--- config.mk ---
export PLATFORM = sky130hd
export DESIGN_NAME = pixel_word_bridge
export DESIGN_NICKNAME = d
export VERILOG_FILES = /design/src/rtl/pixel_word_bridge.sv
export SDC_FILE = /design/constraint.sdc
export NUM_CORES = 1
export LEC_CHECK = 0
export BUFFER_PORTS_ARGS = -buffer_cell sky130_fd_sc_hd__buf_4
export CAP_MARGIN = 40
export CORE_MARGIN = 2
export CORE_UTILIZATION = 43
export DETAILED_ROUTE_END_ITERATION = 7
export PLACE_DENSITY = 0.68
export SYNTH_ARGS = -nofsm -noshare
export SYNTH_HDL_FRONTEND = slang
export SYNTH_SLANG_ARGS = --single-unit
--- constraint.sdc ---
create_clock -name clock -period 3.9 [get_ports clock]
set_input_delay 0.39 -clock clock [delete_from_list [all_inputs] [get_ports clock]]
set_output_delay 0.39 -clock clock [all_outputs]
set_load 0.02 [all_outputs]
--- src/rtl/pixel_word_bridge.sv ---
// pixel_word_bridge
//   Bridges the micro's NB_WORD-wide command word and the NB_PIXEL-wide frame
//   buffer port.
//   Load side: each accepted word is unpacked MSB slice first into a pixel
//   write stream. Load side: the frame position is tracked so that the last
//   word of a frame may be cut short.
//   Read side: each accepted word request issues up to PPW pixel reads. The
//   returned pixels are packed MSB first. A short final word is zero padded in
//   its low slices.
//
// Ports
//   clock, reset          rising-edge clock, asynchronous active-low reset
//   i_word_valid/i_word   load word offered by the micro
//   o_word_ready          load word accepted when high together with i_word_valid
//   o_pix_load_valid/o_pix_load  pixel write strobe and pixel to the buffer
//   o_load_done           one-cycle pulse after the last pixel of a frame
//   i_frame_ready         buffer holds a readable frame
//   i_word_req            micro requests the next packed word (pulse)
//   o_pix_read_req        pixel read strobe to the buffer
//   i_pix_rd_data         buffer read data, READ_LATENCY cycles after a strobe
//   o_rd_word_valid       one-cycle pulse when o_rd_word is complete
//   o_rd_word/o_rd_word_last  packed word and end-of-frame flag, held
//   o_busy                either side is working
module pixel_word_bridge #(
  parameter int NB_PIXEL     = 8,
  parameter int NB_WORD      = 32,
  parameter int IMAGE_WIDTH  = 10,
  parameter int IMAGE_HEIGHT = 10,
  parameter int READ_LATENCY = 1
) (
  input  logic                clock,
  input  logic                reset,
  input  logic                i_word_valid,
  input  logic [NB_WORD-1:0]  i_word,
  output logic                o_word_ready,
  output logic                o_pix_load_valid,
  output logic [NB_PIXEL-1:0] o_pix_load,
  output logic                o_load_done,
  input  logic                i_frame_ready,
  input  logic                i_word_req,
  output logic                o_pix_read_req,
  input  logic [NB_PIXEL-1:0] i_pix_rd_data,
  output logic                o_rd_word_valid,
  output logic [NB_WORD-1:0]  o_rd_word,
  output logic                o_rd_word_last,
  output logic                o_busy
);

  localparam int PPW       = NB_WORD / NB_PIXEL;
  localparam int FRAME_PIX = IMAGE_WIDTH * IMAGE_HEIGHT;
  localparam int CW        = $clog2(FRAME_PIX + 1);
  localparam int SW        = $clog2(PPW + 1);
  localparam logic [CW-1:0] FRAME_LAST = CW'(FRAME_PIX - 1);

  typedef enum logic {L_IDLE, L_SHIFT} lstate_t;
  typedef enum logic [1:0] {R_IDLE, R_ISSUE, R_WAIT, R_DONE} rstate_t;

  lstate_t           lstate;
  rstate_t           rstate;
  logic [NB_WORD-1:0] load_sr;
  logic [SW-1:0]     lslot;
  logic [CW-1:0]     lcount;

  logic [SW-1:0]     issue_left;
  logic [SW-1:0]     cap_cnt;
  logic [SW-1:0]     n_word;
  logic [CW-1:0]     rcount;
  logic [NB_WORD-1:0] acc;
  logic [READ_LATENCY-1:0] rd_vld_p;

  logic              load_accept;
  logic              read_accept;
  logic              cap;
  logic [SW-1:0]     n_next;
  logic [NB_WORD-1:0] acc_next;
  int                remain;
  int                pad_bits;

  // Both sides share one handshake window: nothing is accepted while either works.
  assign o_word_ready     = (lstate == L_IDLE) && (rstate == R_IDLE);
  assign o_busy           = !o_word_ready;
  assign load_accept      = i_word_valid && o_word_ready;
  // A simultaneous load word takes priority; the read request is dropped.
  assign read_accept      = i_word_req && o_word_ready && i_frame_ready && !i_word_valid;
  assign o_pix_load_valid = (lstate == L_SHIFT);
  assign o_pix_load       = load_sr[NB_WORD-1 -: NB_PIXEL];
  assign o_pix_read_req   = (rstate == R_ISSUE);
  assign cap              = rd_vld_p[READ_LATENCY-1];

  always_comb begin
    remain   = FRAME_PIX - int'(rcount);
    n_next   = (remain >= PPW) ? SW'(PPW) : SW'(remain);
    acc_next = (acc << NB_PIXEL) | NB_WORD'(i_pix_rd_data);
    pad_bits = (PPW - int'(n_word)) * NB_PIXEL;
  end

  // Load side: unpack the latched word one slice per cycle.
  always_ff @(posedge clock or negedge reset) begin
    if (!reset) begin
      lstate      <= L_IDLE;
      load_sr     <= '0;
      lslot       <= '0;
      lcount      <= '0;
      o_load_done <= 1'b0;
    end else begin
      o_load_done <= 1'b0;
      case (lstate)
        L_IDLE: begin
          if (load_accept) begin
            load_sr <= i_word;
            lslot   <= '0;
            lstate  <= L_SHIFT;
          end
        end
        L_SHIFT: begin
          load_sr <= load_sr << NB_PIXEL;
          lslot   <= lslot + SW'(1);
          if (lcount == FRAME_LAST) begin
            // Frame complete: any remaining slices of this word are dropped.
            lcount      <= '0;
            o_load_done <= 1'b1;
            lstate      <= L_IDLE;
          end else begin
            lcount <= lcount + CW'(1);
            if (lslot == SW'(PPW - 1)) lstate <= L_IDLE;
          end
        end
        default: lstate <= L_IDLE;
      endcase
    end
  end

  // Read side: issue strobes, align returns via the valid pipe, pack the word.
  always_ff @(posedge clock or negedge reset) begin
    if (!reset) begin
      rstate          <= R_IDLE;
      issue_left      <= '0;
      cap_cnt         <= '0;
      n_word          <= '0;
      rcount          <= '0;
      rd_vld_p        <= '0;
      o_rd_word       <= '0;
      o_rd_word_valid <= 1'b0;
      o_rd_word_last  <= 1'b0;
    end else begin
      o_rd_word_valid <= 1'b0;
      // Stage boundary: strobe -> data return, READ_LATENCY cycles deep.
      rd_vld_p <= (rd_vld_p << 1) | READ_LATENCY'(o_pix_read_req);
      if (cap) begin
        acc     <= acc_next;
        cap_cnt <= cap_cnt + SW'(1);
      end
      case (rstate)
        R_IDLE: begin
          if (read_accept) begin
            n_word     <= n_next;
            issue_left <= n_next;
            cap_cnt    <= '0;
            rstate     <= R_ISSUE;
          end
        end
        R_ISSUE: begin
          issue_left <= issue_left - SW'(1);
          if (issue_left == SW'(1)) rstate <= R_WAIT;
        end
        R_WAIT: begin
          if (cap && (cap_cnt == n_word - SW'(1))) begin
            // Left-justify a short word so its pixels sit in the MSB slices.
            o_rd_word       <= acc_next << pad_bits;
            o_rd_word_valid <= 1'b1;
            if (int'(rcount) + int'(n_word) == FRAME_PIX) begin
              o_rd_word_last <= 1'b1;
              rcount         <= '0;
            end else begin
              o_rd_word_last <= 1'b0;
              rcount         <= rcount + CW'(n_word);
            end
            rstate <= R_DONE;
          end
        end
        R_DONE:  rstate <= R_IDLE;
        default: rstate <= R_IDLE;
      endcase
    end
  end

endmodule

---- Word level (Yosys, flattened, before mapping) ----
Cells that the tools add are included.
word-level totals
  word-level logic and storage cells ...... 80
  register bits after elaboration ......... 121
  output and inout port bits .............. 47
  input port bits ......................... 45
operators by class
  reduce and logical (&&, ||, !) cells .... 15
  add/subtract/negate cells ............... 9
  shift-type cells ........................ 1
  bitwise operators ....................... 2
  order comparisons ....................... 1
  equal/unequal tests ..................... 12
  multiplexer cells ....................... 25
operator list
  operator                                                               number
  32-bit case mux with 2 select lines                                    1
  32-bit 2-to-1 mux                                                      1
  32-bit by 8-bit OR with 32-bit output                                  1
  32-bit by 32-bit left shift with 32-bit output                         1
  3-bit 2-to-1 mux                                                       6
  7-bit 2-to-1 mux                                                       2
  3-bit case mux with 2 select lines                                     2
  7-bit by 3-bit adder with 8-bit output                                 1
  8-bit by 7-bit == test with 1-bit output, second input constant        1
  8-bit by 4-bit >= comparator with 1-bit output, second input constant  1
  1-bit 2-to-1 mux                                                       8
  2-bit case mux with 4 select lines                                     1
  2-bit AND reduction                                                    4
  7-bit by 7-bit subtractor with 8-bit output, first input constant      1
  7-bit by 1-bit adder with 7-bit output, second input constant          1
  7-bit by 3-bit adder with 7-bit output                                 1
  7-bit == test, second input constant                                   1
  3-bit by 1-bit adder with 3-bit output, second input constant          2
  1-bit logical AND                                                      6
  2-bit 2-to-1 mux                                                       3
  2-bit != test, second input constant                                   3
  3-bit by 1-bit subtractor with 3-bit output, second input constant     2
  2-bit == test, second input constant                                   2
  3-bit by 3-bit subtractor with 4-bit output, first input constant      1
  11 further kinds                                                       12

---- Longest topological paths before layout ----
Gate-level depths: netlist of the first run.
  word-level depth ........................ 7
  gate-level depth with buffers ........... 10

---- Worst setup path after synthesis of the first run ----
OpenSTA, ideal clock, no wires.
  kind .................................... register to register
  start ................................... register rcount[0]
  end ..................................... register rcount[6]
  required time ........................... 3.758 ns
  path slack .............................. 1.582 ns
  clock period less this slack ............ 2.318 ns
  stages on the path, launching flop included .. 9
  arrival ................................. 2.176 ns
  path buffers ............................ 0
  path through ............................ dfrtp_1 ha_1 inv_1 fa_1 and2b_1 o2111ai_1 a2111o_1 a211oi_2 o221ai_1
on the way
  word-level cells in the longest chain between the ends .. 3
ends and longest elaborated chain
  element                                   line  text
  start: declaration                        67    logic [CW-1:0] rcount;
  start signal: assignment                  176   rcount <= rcount + CW'(n_word);
  7-bit by 3-bit adder with 8-bit output    171   if (int'(rcount) + int'(n_word) == FRAME_PIX) begin
  8-bit by 7-bit == test with 1-bit output  171
  7-bit 2-to-1 mux (*)                      171
Mark *: on every way between the ends. The rest lies on a longest branch, timed or not.
A chain may end at the register's enable or synchronous reset.

---- Final worst setup path of the first run ----
  start ................................... register n_word[0]
  end ..................................... register o_rd_word[7]
on the way
  word-level cells in the longest chain between the ends .. 4
ends and longest elaborated chain
  element                                                                                              line  text
  start: declaration                                                                                   66    logic [SW-1:0] n_word;
  start signal: assignment                                                                             156   n_word <= n_next;
  parallel branches: the longest is 4 deep, another holds 3-bit by 3-bit subtractor with 4-bit output  --
  end signal: assignment                                                                               169   o_rd_word <= acc_next << pad_bits;
  end: declaration                                                                                     44    output logic [NB_WORD-1:0] o_rd_word,
Several ways; the timed one is not identified.

==> results.cfg, run 1 <==
[floorplan]
dieWidth_um = 119.7
dieHeight_um = 119.7
die-area_mm2 = 0.01432
coreArea_mm2 = 0.01314
fp-row-count = 42
initial_core_util_pct = 43.79
ios = 92

[yosys]
ys_ff_latch = 121
synth_fa_ha_area_share_pct = 3.610
ys_seq_area_share_pct = 54.72
synthSimpleGateAreaFrac_pct = 12.53
syn_nets = 591
synthArstFlopShare_pct = 80.17
yosys_warnings = 0
synth_area_mm2 = 0.005753
syn-mean-instance-area_um2 = 10.85
synth_top_family_by_area = compound AO/OA/AOI/OAI gates
muxShareOfSynthArea_pct = 7.982
synth-edff-count = 24
synth_xor_area_share_pct = 2.414
synthFlopType = dfrtp_1
synth_compound_area_share_pct = 14.38
syn_inst = 530
yosysUniqueCellTypes = 55

[sta]
worst_slew_pin_slew_ns = 0.7078
post-route-period-util_pct = 70.15
rsz0062_at_grt = false
skew_ns = 0.01234
hold_violations = 0
fmax_mhz = 365.5
setup_viol = 0
setup_tns_ns = 0
slew_violations = 0
period_needed_ns = 2.736
slew_headroom_pct = 52.72
setup_slack_ns = 1.164

[power]
p_total_uw = 5782
ir_drop_uv = 330.6
p_leak_uw = 0.003191
power-per-cell-area_mw_per_mm2 = 818.6

[cts]
cts_buffer_depth = 2
hold_buffers = 0
cts_tree = yes
cts_resized = 0
cts_setup_buffers = 0
clkLatencyLatePin_ns = 0.42
cts_made_buffers = 17
cts.sinks = 121
clk_pin_slew_worst_paths_ns = 0.06
root_buffer = clkbuf_16
htree_levels = 4

[critical_path]
slowest_delay_ns = 0.39
critPathLaunchType = register
crit_slowest_cell = dfrtp_1
worstReg2RegStart = n_word[0]
crit_top_cell = buf_4
path_class = reg2reg
startpoint = n_word[0]
crit_fanout = 48
worst_setup_path_end_kind = register
endpoint = o_rd_word[7]
r2r_setup_slack_ns = 1.16
critical_path_arrival_ns = 3.04
critPathRequiredTime_ns = 4.20
path_cells = clkinv_1, ha_1, buf_4, xor2_1, and3_1, nand3_2, buf_4, o41ai_1
r2r_cells = 8
worstReg2RegEnd = o_rd_word[7]

[final_layout]
multi_input_area_mm2 = 0.002354
filler_cell_count = 1196
seqCellArea_mm2 = 0.003149
stdcell_count = 800
stdcell_area_mm2 = 0.007063
antenna_cells = 0
area_growth_pct = 22.77
drive_gt1_share_pct = 21.96
final_net_count = 672

[outcome]
outcome = complete, no violations

[global_route]
antenna_found_initial = 0
grt_pass1_wl_um = 20290
grt_max_degree = 54
globalRouteTotalUtil_pct = 17.85
grt_pass1_vias = 4106
grt_overflow_total = 0

[routing]
antenna_left = 0
routed_wl_um = 11940
highest_layer = met4
drc = 0
met1_length_um = 5504
route.met3.wl_um = 701
drtIter0Drc = 231
dr_wl_met2_um = 5530
wl_per_cell_um = 14.93
routed_via_density = 5.209
vias = 4167
first_pass_iters = 4

[place]
detailed_place.area_mm2 = 0.006538
pre_cts_ws_ns = 1.203
dp_cells = 768
dp_hpwl_um = 8273
globalplace.congestion = 0.8186
port_buffers = 91

[flow_run]
cap_violations = 0

[min_path]
hold_path_class = in2async
==> worst max-delay path, delay by kind of cell, from the launching register on <==
kind / cells / cell delay, ns
buffers and inverters: 3 / 0.88
and+or+nand+nor: 2 / 0.45
DFF: 1 / 0.39
adders and majority gates: 1 / 0.37
AOI/OAI and AO/OA: 1 / 0.35
xor gates and xnor gates: 1 / 0.17
==> worst min-delay path by stage <==
stage / startpoint / endpoint
floorplan: reset / cap
global placement: o_rd_word[7] / o_rd_word[7]
detailed placement: acc[7] / acc[15]
CTS: reset / o_rd_word[24]
global route: reset / o_rd_word[8]
finish: reset / o_rd_word[24]
==> power by group <==
group / switching [µW] / leakage, µW / internal, µW
clock network: 532 / 0.000252 / 867
registers: 330 / 0.00146 / 1730
logic: 1330 / 0.00148 / 997
==> registers in the layout, summed over array words and instances, names as in the netlist <==
signal and count:
load_sr 32, o_rd_word 32, acc 24, lcount 7
rcount 7, cap_cnt 3, issue_left 3, lslot 3
n_word 3, rstate 2, cap 1, o_load_done 1
o_pix_load_valid 1, o_rd_word_last 1, o_rd_word_valid 1
==> per-stage QoR <==
| stage | hold slack, ns | util [%] |
|---|---|---|
| after CTS | 0.1454 | 53.76 |
| after global routing | 0.1742 | 53.76 |
| after floorplan | 0.09441 | - |
| after detailed placement | 0.4659 | 49.76 |
| after global placement | 0.4606 | 49.65 |
| final | 0.1140 | 53.76 |
==> placed cells by master, fill, tap and decap left out, types with 3 or more instances in the layout <==
cell | Yosys | final
and2_1 | 7 | 7
xnor2_1 | 7 | 7
a211o_1 | 6 | 6
nand2b_1 | 13 | 13
xor2_1 | 7 | 7
nor2b_1 | 6 | 6
mux2i_1 | 41 | 41
edfxtp_1 | 24 | 24
a221oi_1 | 3 | 3
mux2_2 | 3 | 3
buf_4 | 9 | 98
nand2_1 | 91 | 91
nor3_1 | 4 | 4
a32o_1 | 5 | 5
a32oi_1 | 3 | 3
o21ai_0 | 55 | 55
inv_1 | 16 | 16
clkinv_2 | 0 | 4
nor2_1 | 18 | 18
clkbuf_1 | 16 | 6
ha_1 | 15 | 15
nand3_1 | 3 | 3
o31ai_1 | 11 | 11
dfrtp_1 | 97 | 96
a211oi_2 | 3 | 3
a21oi_1 | 11 | 11
a22o_1 | 11 | 11
clkbuf_16 | 0 | 17
==> layout make-up <==
class / instances / share of cell area, %
clock buffer: 23 / 6.342
timing repair buffer: 99 / 10.63
inverter: 17 / 0.9035
clock inverter: 9 / 1.098
tap: 176 / 3.118
sequential: 121 / 44.59
multi-input combinational: 355 / 33.32
==> logic make-up (layout without fill, tap and decap cells) <==
kind of cell,after synthesis,count (layout)
adder cells (fa/ha/maj),16,16
AO/OA/AOI/OAI,123,123
flip-flops,121,121
multiplexers,45,45
XOR/XNOR,15,15
AND/OR/NAND/NOR,156,156
buffers and inverters,54,148
==> synthesized netlist by cell type (all sizes together) (11+ instances only) <==
cell    instances  area (µm²)
a21oi          11       55.05
buf            20       122.6
a22o           11       96.34
nor2           18       67.56
mux2i          41       410.4
o21ai          55       275.3
inv            16       60.06
o31ai          11       82.58
edfxtp         24       720.7
clkbuf         17       65.06
ha             15       187.7
nand2          91       341.6
dfrtp          97        2427
nand2b         13       81.33
==> metal layers <==
metal  global-route usage [%]  vias to the layer above
li1                         -                     2027
met3                    5.181                       18
met1                    23.84                     2011
met2                    27.46                      111
met4                    7.132                        0
met5                        0                        -
No activity file was read; power rests on OpenSTA's default activity.
==> run 2: changes to the inputs <==
--- a/config.mk
+++ b/config.mk
@@ -10,7 +10,7 @@
 export CORE_MARGIN = 2
 export CORE_UTILIZATION = 43
 export DETAILED_ROUTE_END_ITERATION = 7
-export PLACE_DENSITY = 0.68
+export PLACE_DENSITY = 0.71
 export SYNTH_ARGS = -nofsm -noshare
 export SYNTH_HDL_FRONTEND = slang
 export SYNTH_SLANG_ARGS = --single-unit
==> constraint.sdc (replaced) <==
create_clock -name clock -period 2.4 [get_ports clock]
set_input_delay 0.24 -clock clock [delete_from_list [all_inputs] [get_ports clock]]
set_output_delay 0.24 -clock clock [all_outputs]
set_load 0.02 [all_outputs]
==> run 2 against run 1 <==
  * Utilization grew 1.2 points
  * Setup slack lost 1.1 ns
  * Critical path type unchanged
  * Register-to-register slack worse by 1.1 ns
  * Power grew 69%
  * Sequential power increased by 60%
  * Final area up 2.2%
  * Final cell count is 1.0% higher
  * Fmax grew 19%
==> results.cfg, run 2 (same netlist as run 1, synthesis figures left out) <==
[final_layout]
multi_input_area_mm2 = 0.002385
layout_common_cells = 105 x buf_4, 96 x dfrtp_1, 91 x nand2_1, 55 x o21ai_0, 41 x mux2i_1
drive_gt1_share_pct = 24.05
area_growth_pct = 25.47
filler_cell_count = 1172
final_net_count = 680
seqCellArea_mm2 = 0.003149
layout_commonest_cell = buf_4
reg_top3 = load_sr (32), o_rd_word (32), acc (24)
antenna_cells = 0

[cts]
cts_tree = yes
clkLatencyLatePin_ns = 0.41
htree_levels = 4
root_buffer = clkbuf_16
cts_made_buffers = 17
cts.sinks = 121
clk_pin_slew_worst_paths_ns = 0.06
cts_buffer_depth = 2

[routing]
first_pass_iters = 4
routed_via_density = 5.285
drtIter0Drc = 209
wl_per_cell_um = 15.11
routed_wl_um = 12210
drc = 0
antenna_left = 0
vias = 4270

[place]
globalplace.congestion = 0.7939
dp_hpwl_um = 8419
port_buffers = 91

[global_route]
antenna_found_initial = 0
grt_max_degree = 70
globalRouteTotalUtil_pct = 18.17
grt_pass1_wl_um = 20800
grt_overflow_total = 0
grt_pass1_vias = 4278

[sta]
post-route-period-util_pct = 95.73
slew_headroom_pct = 60.86
setup_tns_ns = 0
hold_violations = 0
rsz0062_at_grt = true
period_needed_ns = 2.298
fmax_mhz = 435.3
skew_ns = 0.009371
worst_slew_pin_slew_ns = 0.5870
slew_violations = 0
setup_viol = 0
whs_ns = 0.02834

[floorplan]
dieWidth_um = 119.7
ios = 92
coreArea_mm2 = 0.01314
dieHeight_um = 119.7
fp-row-count = 42
die-area_mm2 = 0.01432
initial_core_util_pct = 43.79

[critical_path]
worstReg2RegEnd = rcount[6]
path_class = reg2reg
critPathRequiredTime_ns = 2.68
worstReg2RegStart = n_word[0]
r2r_setup_slack_ns = 0.10
crit_fanout = 3
critPathLaunchType = register
slowest_delay_ns = 0.50
crit_slowest_cell = a2111o_1
r2r_cells = 8
worst_setup_path_end_kind = register
path_cells = ha_2, inv_1, fa_2, and2b_1, o2111ai_2, a2111o_1, a211oi_4, o221ai_1
critical_path_arrival_ns = 2.58

[min_path]
hp-start = i_word[0]
hold_path_class = in2reg
worstHoldPathCells = 3
min_to = load_sr[0]

[power]
p_leak_uw = 0.003259
power-per-cell-area_mw_per_mm2 = 1353
ir_drop_uv = 620.3
p_total_uw = 9769

[outcome]
outcome = complete, no violations

[flow_run]
cap_violations = 0
run 2: layout make-up:
class	count	share of cell area, %
clock buffers	21	6.396
clock inverters	11	1.664
multi-input cells	355	33.04
flip-flops and latches	121	43.63
repair buffers	107	11.34
inverters	17	0.8840
well taps	176	3.051
run 2: power breakdown:
part / switching [µW] / leakage [µW] / internal [µW]
sequential: 489 / 0.00146 / 2800
combinational: 2270 / 0.00152 / 1710
clock: 916 / 0.000278 / 1590
run 2: worst max-delay path by stage:
| stage | startpoint | end | slack, ns |
|---|---|---|---|
| 2_1_floorplan | rcount[0] | rcount[6] | 0.08 |
| 3_3_place_gp | n_word[0] | rcount[6] | 0.09 |
| 3_5_place_dp | n_word[0] | rcount[6] | -0.06 |
| 4_1_cts | rcount[0] | o_rd_word_last | 0.01 |
| 5_1_grt | n_word[0] | rcount[6] | -0.04 |
| 6_report | n_word[0] | rcount[6] | 0.10 |
run 2: routing by layer:
metal  up-vias  wire length, µm  global-route usage [%]
met3        12              594                   4.990
met5         -                0                       0
met1      2090             5436                   23.29
met4         0              182                   7.647
li1       2049                -                       -
met2       119             5993                   29.11
run 2: timing repair:
| item | CTS | global route |
|---|---|---|
| endpoints found under the hold margin | 13 | 0 |
| hold buffers | 1 | 0 |
| pin swaps | 3 | 2 |
| setup buffers | 1 | 0 |
| gates resized for setup | 1 | 6 |
| endpoints found under the setup margin | 2 | 5 |
run 2: worst max-delay path: cells and delay by family, from the launching register on:
family | cells | cell delay (ns)
buffers and inverters | 1 | 0.05
adders and majority gates | 2 | 0.55
and+or+nand+nor | 1 | 0.23
DFF | 1 | 0.36
AOI/OAI and AO/OA | 4 | 0.99
run 2: stage by stage:
step           setup WS [ns]  area [µm²]  utilization, %  cells
3_3_place_gp         0.08550        6588           50.14    774
6_report              0.1025        7218           54.94    808
2_1_floorplan        0.08188        5753               -    530
3_5_place_dp        -0.06310        6588           50.14    774
4_1_cts              0.01106        7189           54.72    808
5_1_grt             -0.04198        7218           54.94    808
